<file path="src/rtl/vc_input_unit.sv">
// Virtual-channel input unit: per-VC circular FIFOs with round-robin VC
// selection, optional packet locking and per-VC credit return.
module vc_input_unit #(
    parameter int unsigned DATA_W      = 64,
    parameter int unsigned NUM_VC      = 2,
    parameter int unsigned VC_DEPTH    = 4,
    parameter int unsigned VC_W        = (NUM_VC > 1) ? $clog2(NUM_VC) : 1,
    parameter bit          LOCK_PACKET = 1'b1
) (
    input  logic              clk,
    input  logic              rst,
    input  logic [DATA_W-1:0] in_flit,
    input  logic              in_valid,
    input  logic [VC_W-1:0]   in_vc,
    output logic [DATA_W-1:0] out_flit,
    output logic              out_valid,
    output logic [VC_W-1:0]   out_vc,
    input  logic              out_ready,
    output logic [NUM_VC-1:0] vc_status,
    output logic [NUM_VC-1:0] credit_out,
    output logic              err
);

    localparam int unsigned PTR_W   = (VC_DEPTH > 1) ? $clog2(VC_DEPTH) : 1;
    localparam int unsigned CNT_W   = $clog2(VC_DEPTH + 1);
    localparam logic [1:0]  FT_HEAD = 2'b01;
    localparam logic [1:0]  FT_TAIL = 2'b10;

    typedef enum logic {ST_UNLOCKED, ST_LOCKED} lock_state_e;

    logic [DATA_W-1:0] mem [NUM_VC][VC_DEPTH];
    logic [PTR_W-1:0]  rd_ptr [NUM_VC];
    logic [PTR_W-1:0]  rd_ptr_nxt [NUM_VC];
    logic [PTR_W-1:0]  wr_ptr [NUM_VC];
    logic [PTR_W-1:0]  wr_ptr_nxt [NUM_VC];
    logic [CNT_W-1:0]  count [NUM_VC];
    logic [CNT_W-1:0]  count_nxt [NUM_VC];

    lock_state_e       state, state_nxt;
    logic [VC_W-1:0]   lock_vc, lock_vc_nxt;
    logic [VC_W-1:0]   rr, rr_nxt;
    logic [NUM_VC-1:0] status_q, status_nxt;
    logic [NUM_VC-1:0] credit_q, credit_nxt;
    logic              err_q, err_nxt;

    logic              sel_valid;
    logic [VC_W-1:0]   sel_vc;
    logic [DATA_W-1:0] head_flit;
    logic [1:0]        head_type;
    logic              deq;
    logic              wr_en;
    logic              in_range;

    function automatic logic [PTR_W-1:0] inc_ptr(input logic [PTR_W-1:0] p);
        return (p == PTR_W'(VC_DEPTH - 1)) ? '0 : p + PTR_W'(1);
    endfunction

    function automatic logic [VC_W-1:0] inc_vc(input logic [VC_W-1:0] v);
        return (v == VC_W'(NUM_VC - 1)) ? '0 : v + VC_W'(1);
    endfunction

    // Eligible VC: the locked one, else first non-empty scanning up from rr
    always_comb begin
        int unsigned j;
        sel_valid = 1'b0;
        sel_vc    = '0;
        j         = 0;
        if (state == ST_LOCKED) begin
            sel_valid = (count[lock_vc] != '0);
            sel_vc    = lock_vc;
        end else begin
            for (int unsigned i = 0; i < NUM_VC; i++) begin
                j = 32'(rr) + i;
                if (j >= NUM_VC) j = j - NUM_VC;
                if (!sel_valid && count[VC_W'(j)] != '0) begin
                    sel_valid = 1'b1;
                    sel_vc    = VC_W'(j);
                end
            end
        end
    end

    assign head_flit  = sel_valid ? mem[sel_vc][rd_ptr[sel_vc]] : '0;
    assign head_type  = head_flit[DATA_W-1 -: 2];
    assign out_flit   = head_flit;
    assign out_valid  = sel_valid;
    assign out_vc     = sel_valid ? sel_vc : '0;
    assign vc_status  = status_q;
    assign credit_out = credit_q;
    assign err        = err_q;

    assign deq      = sel_valid && out_ready;
    assign in_range = (32'(in_vc) < NUM_VC);

    always_comb begin
        rd_ptr_nxt  = rd_ptr;
        wr_ptr_nxt  = wr_ptr;
        count_nxt   = count;
        state_nxt   = state;
        lock_vc_nxt = lock_vc;
        rr_nxt      = rr;
        credit_nxt  = '0;
        err_nxt     = err_q;
        wr_en       = 1'b0;
        status_nxt  = '0;

        if (deq) begin
            rd_ptr_nxt[sel_vc] = inc_ptr(rd_ptr[sel_vc]);
            count_nxt[sel_vc]  = count[sel_vc] - CNT_W'(1);
            credit_nxt[sel_vc] = 1'b1;
            if (state == ST_UNLOCKED) begin
                rr_nxt = inc_vc(sel_vc);
                if (LOCK_PACKET && head_type == FT_HEAD) begin
                    state_nxt   = ST_LOCKED;
                    lock_vc_nxt = sel_vc;
                end
            end else if (head_type == FT_TAIL) begin
                state_nxt = ST_UNLOCKED;
                rr_nxt    = inc_vc(lock_vc);
            end
        end

        // A full VC still accepts a write when the same edge dequeues from it
        if (in_valid) begin
            if (!in_range) begin
                err_nxt = 1'b1;
            end else if (32'(count[in_vc]) < VC_DEPTH || (deq && sel_vc == in_vc)) begin
                wr_en             = 1'b1;
                wr_ptr_nxt[in_vc] = inc_ptr(wr_ptr[in_vc]);
                count_nxt[in_vc]  = count_nxt[in_vc] + CNT_W'(1);
            end else begin
                err_nxt = 1'b1;
            end
        end

        for (int unsigned k = 0; k < NUM_VC; k++) begin
            status_nxt[k] = (count_nxt[k] != '0);
        end
    end

    always_ff @(posedge clk) begin
        if (rst) begin
            for (int unsigned k = 0; k < NUM_VC; k++) begin
                rd_ptr[k] <= '0;
                wr_ptr[k] <= '0;
                count[k]  <= '0;
            end
            state    <= ST_UNLOCKED;
            lock_vc  <= '0;
            rr       <= '0;
            status_q <= '0;
            credit_q <= '0;
            err_q    <= 1'b0;
        end else begin
            rd_ptr   <= rd_ptr_nxt;
            wr_ptr   <= wr_ptr_nxt;
            count    <= count_nxt;
            state    <= state_nxt;
            lock_vc  <= lock_vc_nxt;
            rr       <= rr_nxt;
            status_q <= status_nxt;
            credit_q <= credit_nxt;
            err_q    <= err_nxt;
        end
    end

    // Flit storage needs no reset; reads are gated by the counts
    always_ff @(posedge clk) begin
        if (!rst && wr_en) begin
            mem[in_vc][wr_ptr[in_vc]] <= in_flit;
        end
    end

endmodule

</file>
<file path="config.mk">
export PLATFORM = sky130hd
export DESIGN_NAME = vc_input_unit
export DESIGN_NICKNAME = d
export VERILOG_FILES = /design/src/rtl/vc_input_unit.sv
export SDC_FILE = /design/constraint.sdc
export NUM_CORES = 1
export LEC_CHECK = 0
export CORE_MARGIN = 2
export CORE_UTILIZATION = 50
export CTS_CLUSTER_DIAMETER = 100
export DETAILED_ROUTE_END_ITERATION = 12
export PLACE_DENSITY = 0.7
export SLEW_MARGIN = 20
export SYNTH_ARGS = -nofsm -noshare
export SYNTH_HDL_FRONTEND = slang
export SYNTH_SLANG_ARGS = --single-unit
</file>
<file path="constraint.sdc">
create_clock -name clk -period 5.35 [get_ports clk]
set_input_delay 1.605 -clock clk [delete_from_list [all_inputs] [get_ports clk]]
set_output_delay 1.605 -clock clk [all_outputs]
set_load 0.01 [all_outputs]
</file>
Word level (Yosys, flattened, before mapping)
Memories as Yosys holds them, arrays and structs flattened.
Index checks and enable logic that the tools add are counted.
{"block": "totals", "register_bits": 22, "out_inout_bits": 71, "wordCells": 146, "mem_bits_rw": 512, "n_memories": 1}
{"block": "op_classes", "n_bitwise": 10, "mux": 72, "magnitude_cmp": 15, "add_sub_neg": 9, "reduce_logical": 21, "eq_ne": 6}
{"name": "mem", "words": 2, "word_bits": 256, "rd": 1, "rd_clocked_by_memory_dff": 0, "wr": 1, "line_no": "31", "text": "logic [DATA_W-1:0] mem [NUM_VC][VC_DEPTH];"}
{"operator": "2-to-1 mux 256 bit", "count": 1}
{"operator": "2-to-1 mux 64 bit", "count": 4}
{"operator": "binary-select mux 64 bit (select 2 bit)", "count": 1}
{"operator": "demux 64 bit (select 2 bit)", "count": 1}
{"operator": "2-to-1 mux 3 bit", "count": 20}
{"operator": "2-to-1 mux 1 bit", "count": 23}
{"operator": "2-to-1 mux 2 bit", "count": 10}
{"operator": "2-to-1 mux 6 bit", "count": 3}
{"operator": "nonzero test 3 bit", "count": 5}
{"operator": "bitwise mux 6 bit", "count": 2}
{"operator": ">= comparator 2 bit, second input constant", "count": 6}
{"operator": "inverter 1 -> 2 bit", "count": 5}
{"operator": "bitwise mux 4 bit", "count": 2}
{"operator": "logical AND 1 bit", "count": 8}
{"operator": "demux 3 bit (select 1 bit)", "count": 2}
{"operator": "== test 2 bit, second input constant", "count": 3}
{"operator": ">= comparator 3 bit, second input constant", "count": 2}
{"operator": "inverter 2 -> 3 bit", "count": 2}
{"operator": "AND reduction 2 bit", "count": 3}
{"operator": "adder 2 x 1 -> 2 bit, second input constant", "count": 2}
{"operator": "demux 2 bit (select 1 bit)", "count": 2}
{"operator": "less-than comparator 2 x 1 -> 1 bit, second input constant", "count": 2}
{"operator": "adder 3 x 1 -> 3 bit, second input constant", "count": 1}
{"operator": "less-than comparator 3 x 1 -> 1 bit, second input constant", "count": 1}
{"operator": "other kinds (17)", "count": 22}

Logic depth before layout (Yosys ltp)
Gate-level depths: netlist of run 1.
{"block": "depth", "word_depth": 29, "depth_mapped": 18, "depth_no_buf": 14}

Worst setup path after synthesis of run 1
No wires, ideal clock.
{"block": "synth_path", "path_type": "in2reg", "from": "in in_vc", "to": "mem mem[1][0] in the netlist's numbering (enable)", "slack_ns": 0.705, "t_required_ns": 4.921, "cell_stages": 5, "arrival_ns": 4.216, "n_path_buf": 1, "path_cell_list": "clkbuf_1 nand2_1 a21oi_1 nor2b_1 and2_1"}
{"block": "synth_via", "elab_chain_cells": 11, "elab_cells_between_ends": 22, "cone_classes": "order compare (3); eq/ne (1); mux (12); bitwise (2); reduce/logical (4)"}
{"element": "start, declared", "line_no": "14", "text": "input logic [VC_W-1:0] in_vc,"}
{"element": "inverter 1 -> 2 bit (not written as such)", "line_no": "127, 170"}
{"element": "2-to-1 mux 3 bit (not written as such) (3 in series)", "line_no": "127", "text": "end else if (32'(count[in_vc]) < VC_DEPTH || (deq && sel_vc == in_vc)) begin"}
{"element": "less-than comparator 3 bit", "line_no": "127"}
{"element": "logical OR 1 bit", "line_no": "127"}
{"element": "2-to-1 mux 1 bit", "line_no": "127"}
{"element": "2-to-1 mux 1 bit", "line_no": "124", "text": "if (in_valid) begin"}
{"element": "logical AND 1 bit", "line_no": "169", "text": "if (!rst && wr_en) begin"}
{"element": "2-to-1 mux 1 bit", "line_no": "169"}
{"element": "2-to-1 mux 256 bit (not written as such)", "line_no": "170", "text": "mem[in_vc][wr_ptr[in_vc]] <= in_flit;"}
{"element": "end, declared", "line_no": "31"}
Parallel ways exist; a longest one is shown, timed or not. The select of a mux whose other input is x is not followed.

Final worst setup path of run 1
{"block": "layout_path", "from": "reg count[3] in the netlist's numbering", "to": "out out_flit[39]"}
{"block": "layout_via", "elab_chain_cells": 19, "elab_cells_between_ends": 31, "cone_classes": "mux (23); bitwise (2); reduce/logical (5); memory (1)"}
{"element": "start, declared", "line_no": "36", "text": "logic [CNT_W-1:0] count [NUM_VC];"}
{"element": "start signal, assigned", "line_no": "157", "text": "count <= count_nxt;"}
{"element": "2-to-1 mux 3 bit (not written as such) (3 in series)", "line_no": "75", "text": "if (!sel_valid && count[VC_W'(j)] != '0) begin"}
{"element": "nonzero test 3 bit", "line_no": "75"}
{"element": "2-to-1 mux 1 bit", "line_no": "75"}
{"element": "2-to-1 mux 1 bit", "line_no": "68", "text": "if (state == ST_LOCKED) begin"}
{"element": "logical NOT 1 bit", "line_no": "75"}
{"element": "logical AND 1 bit", "line_no": "75"}
{"element": "2-to-1 mux 1 bit", "line_no": "75"}
{"element": "2-to-1 mux 1 bit", "line_no": "68"}
{"element": "inverter 1 -> 2 bit (not written as such)", "line_no": "83", "text": "assign head_flit = sel_valid ? mem[sel_vc][rd_ptr[sel_vc]] : '0;"}
{"element": "2-to-1 mux 2 bit (not written as such) (3 in series)", "line_no": "83"}
{"element": "inverter 2 -> 3 bit (not written as such)", "line_no": "83"}
{"element": "binary-select mux 64 bit (select 2 bit)", "line_no": "83"}
{"element": "2-to-1 mux 64 bit (not written as such) (2 in series)", "line_no": "83"}
{"element": "2-to-1 mux 64 bit *", "line_no": "83"}
{"element": "end, declared", "line_no": "15", "text": "output logic [DATA_W-1:0] out_flit,"}
Every way passes the cells marked *; elsewhere a longest branch is shown, timed or not. The select of a mux whose other input is x is not followed.

==> metrics.cfg, run 1 <==
[sta]
drv_slew=0
worst_slack_ns=0.1737
max_slew_margin=0.4023
final_hold_viol_count=0
fin_setup_tns_ns=0
fin_crit_sh=0.9675
post-route-min-period_ns=5.176
fin_skew_ns=0.01653
max_clock_freq_mhz=193.2
holdWs_ns=0.5015
tightest_slew_ns=0.8966
rsz0062_at_grt=no
setup_viol=0

[placed_design]
place_worst_setup_slack_ns=0.4319
place_area_sq_um=23880
placed_cells=2008
dp_hpwl_um=25700
numPortBuffers=139
gp_congestion=0.7980

[logic_synthesis]
synth-edff-count=512
synth_nets=1408
yosysTopAreaCellShare=0.7084
yosys.cell_types.count=52
ys_warn_count=0
seq_area_frac_synth=0.7287
synthArstFlopShare=0
yosysTopAreaCell=edfxtp_1
netlist_instances=1333
avgSynthCellArea_sq_um=16.28
synth-seq-cells=534
synthesis.area_sq_um=21700
synth_flop_cell=edfxtp_1
synth_area_leaders=edfxtp_1 (71%), mux2_2 (6.6%), mux2i_1 (6.5%), o211ai_1 (4.4%), nand2_1 (2.2%)

[cells_and_area]
areaGrowthSynthToFinish_pct=17.87
layout.nets=1553
fin_cells=2106
final_area_sq_um=25580
drive_gt1_frac=0.1719

[route]
wl_um=46690
drc_errors=0
drt-vias-per-instance=5.687
ant_nets=0
firstDrtPassIters=5
via_count=11980
wl_per_cell_um=22.17
drt-initial-drc-count=827

[global_route]
grt_pass1_vias=11950
gr-usage-all-layers=0.2112
grt_overflow_total=0
grt_max_degree=76
antenna_found_initial=5
grt_first_pass_wirelength_um=70950

[clock_tree]
cts_tree=yes
max-clock-path-buffers=3
clkSinkCount=534
cts-root-buf=clkbuf_16
clk_pin_slew_ns=0.06
h-tree-depth=2
cts_buffers=52
insertion_delay_ns=0.58

[setup_path]
path_buf_inv=3
critPathCaptureType=primary output
startpoint=count[3]$_SDFF_PP0_
cpMaxStageDelayCell=clkdlybuf4s50_1
critical_path_class=register to primary output
slowest_delay_ns=0.60
path_delay_family=buffers and inverters
cp_data_arrival_time_ns=3.57
worst-path-max-fanout=16
regToRegStartpoint=count[3]$_SDFF_PP0_
required_ns=3.74
crit_chain=or3_1 -> a211oi_4 -> buf_12 -> mux2i_4 -> buf_4 -> o211ai_1 -> a21oi_1 -> clkdlybuf4s50_1
worstSetupStartpointType=register

[die]
die_w_um=212.3
dieArea_sq_um=45090
die_height_um=212.3
coreArea_sq_um=42980
io_pins=140
rows=76
start_util=0.5049

[min_path]
hp-class=register to register
min_from=wr_ptr[2]$_SDFFE_PP0P_

[run_status]
status=finished, final reports clean

[power]
p_leak_nw=7.896
ir_worst_vdd_mv=0.3853
p_per_area_nw_per_um2=575.8

[flow_run]
drv_cap=0

-- tightest hold or removal path: stages (launching register included) --
cell and delay, ns:
dfxtp_1 0.32, mux2i_1 0.06, nor2_1 0.08
-- power breakdown --
group | leakage [nW] | total [mW] | internal, mW | switching [mW]
clock network | 0.801 | 3.56 | 2.09 | 1.47
registers | 4.81 | 4.96 | 4.72 | 0.236
logic | 2.29 | 6.21 | 2.76 | 3.45
-- final cells by class --
type / count / area, sq um
Tap cell: 585 / 732.0
Timing Repair Buffer: 175 / 1822
Antenna cell: 3 / 7.507
Clock inverter: 22 / 236.5
Multi-Input combinational cell: 706 / 5505
Sequential cell: 534 / 15830
Clock buffer: 72 / 1418
Fill cell: 3246 / 17400
Inverter: 9 / 33.78
-- logic make-up after synthesis --
group | synth area share
buffers and inverters | 0.01966
AO/OA/AOI/OAI | 0.07005
flip-flops | 0.7287
AND/OR/NAND/NOR | 0.04013
adder cells (fa/ha/maj) | 0.003459
multiplexers | 0.1353
XOR/XNOR | 0.002652
-- what timing repair did --
action | 4_1_cts | 5_1_grt
endpoints found under the hold margin | 0 | 0
endpoints found under the setup margin | 64 | 14
hold buffers | 0 | 0
resized for setup | 0 | 6
setup buffers | 1 | 0
pin swaps | 1 | 0
-- Yosys cell counts (2+ instances only) --
| master | number |
|---|---|
| a211o_1 | 2 |
| a211oi_1 | 5 |
| a21oi_1 | 73 |
| and2_1 | 8 |
| buf_1 | 3 |
| buf_2 | 41 |
| buf_4 | 5 |
| clkbuf_1 | 34 |
| dfxtp_1 | 22 |
| edfxtp_1 | 512 |
| ha_1 | 6 |
| inv_1 | 9 |
| mux2_2 | 127 |
| mux2i_1 | 140 |
| mux4_2 | 4 |
| nand2_1 | 130 |
| nand2b_1 | 6 |
| nand3b_1 | 2 |
| nand4_1 | 2 |
| nor2_1 | 26 |
| nor2b_1 | 3 |
| nor3_1 | 3 |
| nor3b_1 | 2 |
| o2111ai_1 | 2 |
| o211ai_1 | 127 |
| o21ai_0 | 4 |
| o22ai_1 | 2 |
| or2_2 | 3 |
| or3_1 | 3 |
| or4_1 | 3 |
| xnor2_1 | 2 |
| xor2_1 | 2 |
-- final timing paths --
kind                                           endpoint  slack (ns)  cells after the start
worst max-delay path                       out_flit[39]        0.17                      8
worst max register to register  vc_status[0]$_SDFF_PP0_        0.94                     15
worst min register to register   wr_ptr[2]$_SDFFE_PP0P_        0.50                      2
worst min-delay path             wr_ptr[2]$_SDFFE_PP0P_        0.50                      2
-- sequential cells by signal (all words and copies together), names as in the netlist --
| register | count |
|---|---|
| count | 6 |
| lock_vc | 1 |
| wr_ptr | 4 |
| vc_status | 2 |
| err | 1 |
| credit_out | 2 |
| state | 1 |
| mem | 512 |
| rd_ptr | 4 |
| rr | 1 |
-- cell usage in the layout (no fill, tap or decap), types with 3 or more instances in the layout --
cell and count:
a211oi_1 5, a21oi_1 73, and2_4 8, buf_12 11, buf_4 19, buf_6 6, bufinv_16 5, clkbuf_1 17
clkbuf_16 53, clkdlybuf4s50_1 139, clkinv_1 8, clkinv_2 6, dfxtp_1 18, diode_2 3, edfxtp_1 512, ha_1 6
inv_1 9, mux2_2 127, mux2i_1 138, mux4_2 4, nand2_1 130, nand2b_1 6, nor2_1 26, nor2b_1 3
nor3_1 3, o211ai_1 127, o21ai_0 4, or2_2 3, or3_1 3, or4_1 3
-- layer usage --
| layer | global-route usage | share of wire | routed length [um] | vias to the layer above |
|---|---|---|---|---|
| li1 | - | - | - | 5487 |
| met1 | 0.3003 | 0.45 | 20810 | 6032 |
| met2 | 0.3377 | 0.47 | 22070 | 389 |
| met3 | 0.03619 | 0.063 | 2921 | 64 |
| met4 | 0.06197 | 0.018 | 860 | 4 |
| met5 | 0 | 0.00062 | 29 | - |
-- through the flow --
| step | util | total power, mW |
|---|---|---|
| detailed placement | 0.5555 | 11.20 |
| floorplan | - | 8.617 |
| finish | 0.5951 | 14.73 |
| CTS | 0.5944 | 14.81 |
| global placement | 0.5555 | 11.16 |
| global route | 0.5950 | 15.48 |
No activity file was read; power rests on OpenSTA's default activity.
==> inputs of run 2 (changes only) <==
--- a/config.mk
+++ b/config.mk
@@ -5,11 +5,14 @@
 export SDC_FILE = /design/constraint.sdc
 export NUM_CORES = 1
 export LEC_CHECK = 0
+export CELL_PAD_IN_SITES_DETAIL_PLACEMENT = 1
+export CELL_PAD_IN_SITES_GLOBAL_PLACEMENT = 1
 export CORE_MARGIN = 2
 export CORE_UTILIZATION = 50
+export CTS_BUF_LIST = sky130_fd_sc_hd__clkbuf_8
 export CTS_CLUSTER_DIAMETER = 100
 export DETAILED_ROUTE_END_ITERATION = 12
-export PLACE_DENSITY = 0.7
+export PLACE_DENSITY = 0.8
 export SLEW_MARGIN = 20
 export SYNTH_ARGS = -nofsm -noshare
 export SYNTH_HDL_FRONTEND = slang
==> run 2 against run 1 <==
Against the previous run:
- sequential power is 0.8% lower
- largest cell class unchanged
- first-iteration DRC count is 0.36% higher
- flip-flop and latch count stayed put
- critical endpoint is now out_flit[18]
- via count is 4.1% higher
- clock skew is 0.0088 ns higher
- non-clock buffer count is 1 higher
- critical path depth stayed put
- routed wire length is 13% higher
- sequential share of layout area hardly changed
==> metrics.cfg, run 2 (same netlist as run 1, synthesis figures left out) <==
[run_status]
status=finished, final reports clean

[sta]
holdWs_ns=0.4900  ; -0.01154 ns
drv_slew=0  ; unchanged
max_slew_margin=0.4865  ; +0.08427
post-route-min-period_ns=5.219  ; +0.04239 ns
worst_slack_ns=0.1313  ; -0.04239 ns
tightest_slew_ns=0.7702  ; -0.1264 ns
final_hold_viol_count=0  ; unchanged
setup_viol=0  ; unchanged
fin_setup_tns_ns=0  ; unchanged
fin_crit_sh=0.9754  ; +0.007923
fin_skew_ns=0.02533  ; +0.008797 ns
max_clock_freq_mhz=191.6  ; -0.81%
rsz0062_at_grt=no

[clock_tree]
cts_tree=yes
max-clock-path-buffers=3  ; unchanged
h-tree-depth=3  ; +1
cts-root-buf=clkbuf_8
clk_pin_slew_ns=0.06  ; about the same
cts_buffers=87  ; +67%
clkSinkCount=534  ; unchanged
insertion_delay_ns=0.65  ; +0.07 ns

[die]
die_w_um=212.3  ; unchanged
io_pins=140  ; unchanged
die_height_um=212.3  ; unchanged
rows=76  ; unchanged
coreArea_sq_um=42980  ; unchanged
start_util=0.5049  ; unchanged
dieArea_sq_um=45090  ; unchanged

[setup_path]
cp_data_arrival_time_ns=3.61  ; +0.04 ns
r2r-end=vc_status[0]$_SDFF_PP0_
critPathCaptureType=primary output
reg2regPathDepth=16  ; +1
critical_path_class=register to primary output
slowest_delay_ns=0.57  ; -0.03 ns
startpoint=count[3]$_SDFF_PP0_
cpMaxStageDelayCell=clkdlybuf4s50_1
crit_path_end=out_flit[18]
required_ns=3.74  ; about the same
crit_chain=or3_4 -> a211oi_4 -> buf_12 -> mux2_2 -> buf_4 -> o211ai_1 -> a21oi_1 -> clkdlybuf4s50_1
path_buf_inv=3  ; unchanged
worstSetupStartpointType=register
r2r_setup_slack_ns=0.84  ; -0.10 ns
worst-path-max-fanout=17  ; +1
regToRegStartpoint=count[3]$_SDFF_PP0_
path_delay_family=buffers and inverters
path_depth=8  ; unchanged

[power]
intPower_mw=9.243  ; -3.4%
p_per_area_nw_per_um2=575.9  ; about the same
p_leak_nw=8.020  ; +1.6%
power.clock.fraction=0.222  ; -0.020
p_comb_frac=0.444  ; +0.022
total_power_mw=14.73  ; about the same
switching_share=0.3725  ; +0.02222
pwr-share-seq=0.334  ; -0.002
p_sw_mw=5.488  ; +6.4%
ir_worst_vdd_mv=0.5784  ; +50%

[global_route]
grt_max_degree=114  ; +50%
grt_pass1_vias=13570  ; +14%
grt_overflow_total=0  ; unchanged
antenna_found_initial=3  ; -2
grt_first_pass_wirelength_um=80630  ; +14%
gr-usage-all-layers=0.2394  ; +0.02816

[placed_design]
numPortBuffers=139  ; unchanged
placed_cells=2008  ; unchanged
gp_congestion=0.7815  ; -2.1%
dp_hpwl_um=30350  ; +18%
place_worst_setup_slack_ns=0.4686  ; +0.03665 ns

[min_path]
hp-class=register to register

[route]
via_count=12470  ; +4.1%
drc_errors=0  ; unchanged
drt-initial-drc-count=830  ; +0.36%
drt-vias-per-instance=5.755  ; +1.2%
wl_um=52870  ; +13%
ant_nets=0  ; unchanged
wl_per_cell_um=24.40  ; +10%
firstDrtPassIters=5  ; unchanged

[cells_and_area]
fin_cells=2167  ; +2.9%
layout.nets=1589  ; +2.3%
layout_commonest_cell=edfxtp_1
n_fill_cell=3960  ; +22%
drive_gt1_frac=0.1915  ; +0.01959
most-common-layout-cells=edfxtp_1 (512), clkdlybuf4s50_1 (139), mux2i_1 (138)
areaGrowthSynthToFinish_pct=17.86  ; about the same
largest_reg_flops=512  ; unchanged
antennaDiodeCount=0  ; -3

[flow_run]
drv_cap=0  ; unchanged

[run 2: cell count changes in the layout (fill, tap and decap cells not counted), sizes merged]
cell	delta
inv	+28
clkinv	+19
clkbuf	+18
bufinv	-3
diode	-3
buf	+1
clkinvlp	+1
[run 2: timing repair]
item | in CTS | in global routing
hold buffers | 0 | 0
setup buffers | 2 | 0
gates resized for setup | 0 | 3
setup endpoints to repair | 60 | 25
pin swaps | 1 | 0
[run 2: worst min-delay path by stage]
stage                      startpoint                      to  slack [ns]  cells past startpoint
3_3_place_gp   wr_ptr[0]$_SDFFE_PP0P_  wr_ptr[0]$_SDFFE_PP0P_        0.48                      2
2_1_floorplan  wr_ptr[0]$_SDFFE_PP0P_  wr_ptr[0]$_SDFFE_PP0P_        0.45                      2
5_1_grt        wr_ptr[3]$_SDFFE_PP0P_  wr_ptr[3]$_SDFFE_PP0P_        0.55                      2
6_report       wr_ptr[0]$_SDFFE_PP0P_  wr_ptr[0]$_SDFFE_PP0P_        0.49                      2
3_5_place_dp   wr_ptr[0]$_SDFFE_PP0P_  wr_ptr[0]$_SDFFE_PP0P_        0.48                      2
4_1_cts        wr_ptr[0]$_SDFFE_PP0P_  wr_ptr[0]$_SDFFE_PP0P_        0.50                      2
[run 2: power groups by stage]
stage                     Clock (mW)  Sequential [mW]  Combinational (mW)
final                           3.28             4.92                6.54
after floorplan                    0             4.86                3.76
after detailed placement           0             5.00                6.42
after global placement             0             4.99                6.30
after CTS                       3.34             4.91                6.55
after global routing            3.51             4.94                7.01
[run 2: layout make-up]
class,instances,area [sq um],share of cell area
flip-flops and latches,534,15830,0.6187
multi-input cells,706,5505,0.2152
repair buffers,176,1889,0.07387
clock buffers,90,1239,0.04843
well taps,585,732.0,0.02862
clock inverters,67,352.8,0.01380
inverters,9,33.78,0.001321
[run 2: layer usage]
metal / routed length, um / vias to the layer above / track usage
li1: - / 5575 / -
met1: 22720 / 6390 / 0.3261
met2: 25690 / 413 / 0.3856
met3: 3259 / 88 / 0.04756
met4: 1164 / 6 / 0.08609
met5: 41 / - / 0
[run 2: worst register-to-register path: stages, from the launching register on]
cell and delay (ns):
dfxtp_1 0.36, or3_4 0.47, a211oi_4 0.30, buf_12 0.16, buf_4 0.15, buf_16 0.36, mux2i_1 0.29, ha_1 0.30
mux2i_1 0.26, inv_1 0.07, o21ai_0 0.23, ha_1 0.21, inv_1 0.06, or2_2 0.32, or4_1 0.40, a31oi_1 0.28
o32ai_1 0.15
[run 2: metrics by stage]
step                cell area, sq um    util
floorplan                      21700       -
global route                   25580  0.5951
CTS                            25560  0.5947
global placement               23940  0.5570
detailed placement             23940  0.5570
finish                         25580  0.5951
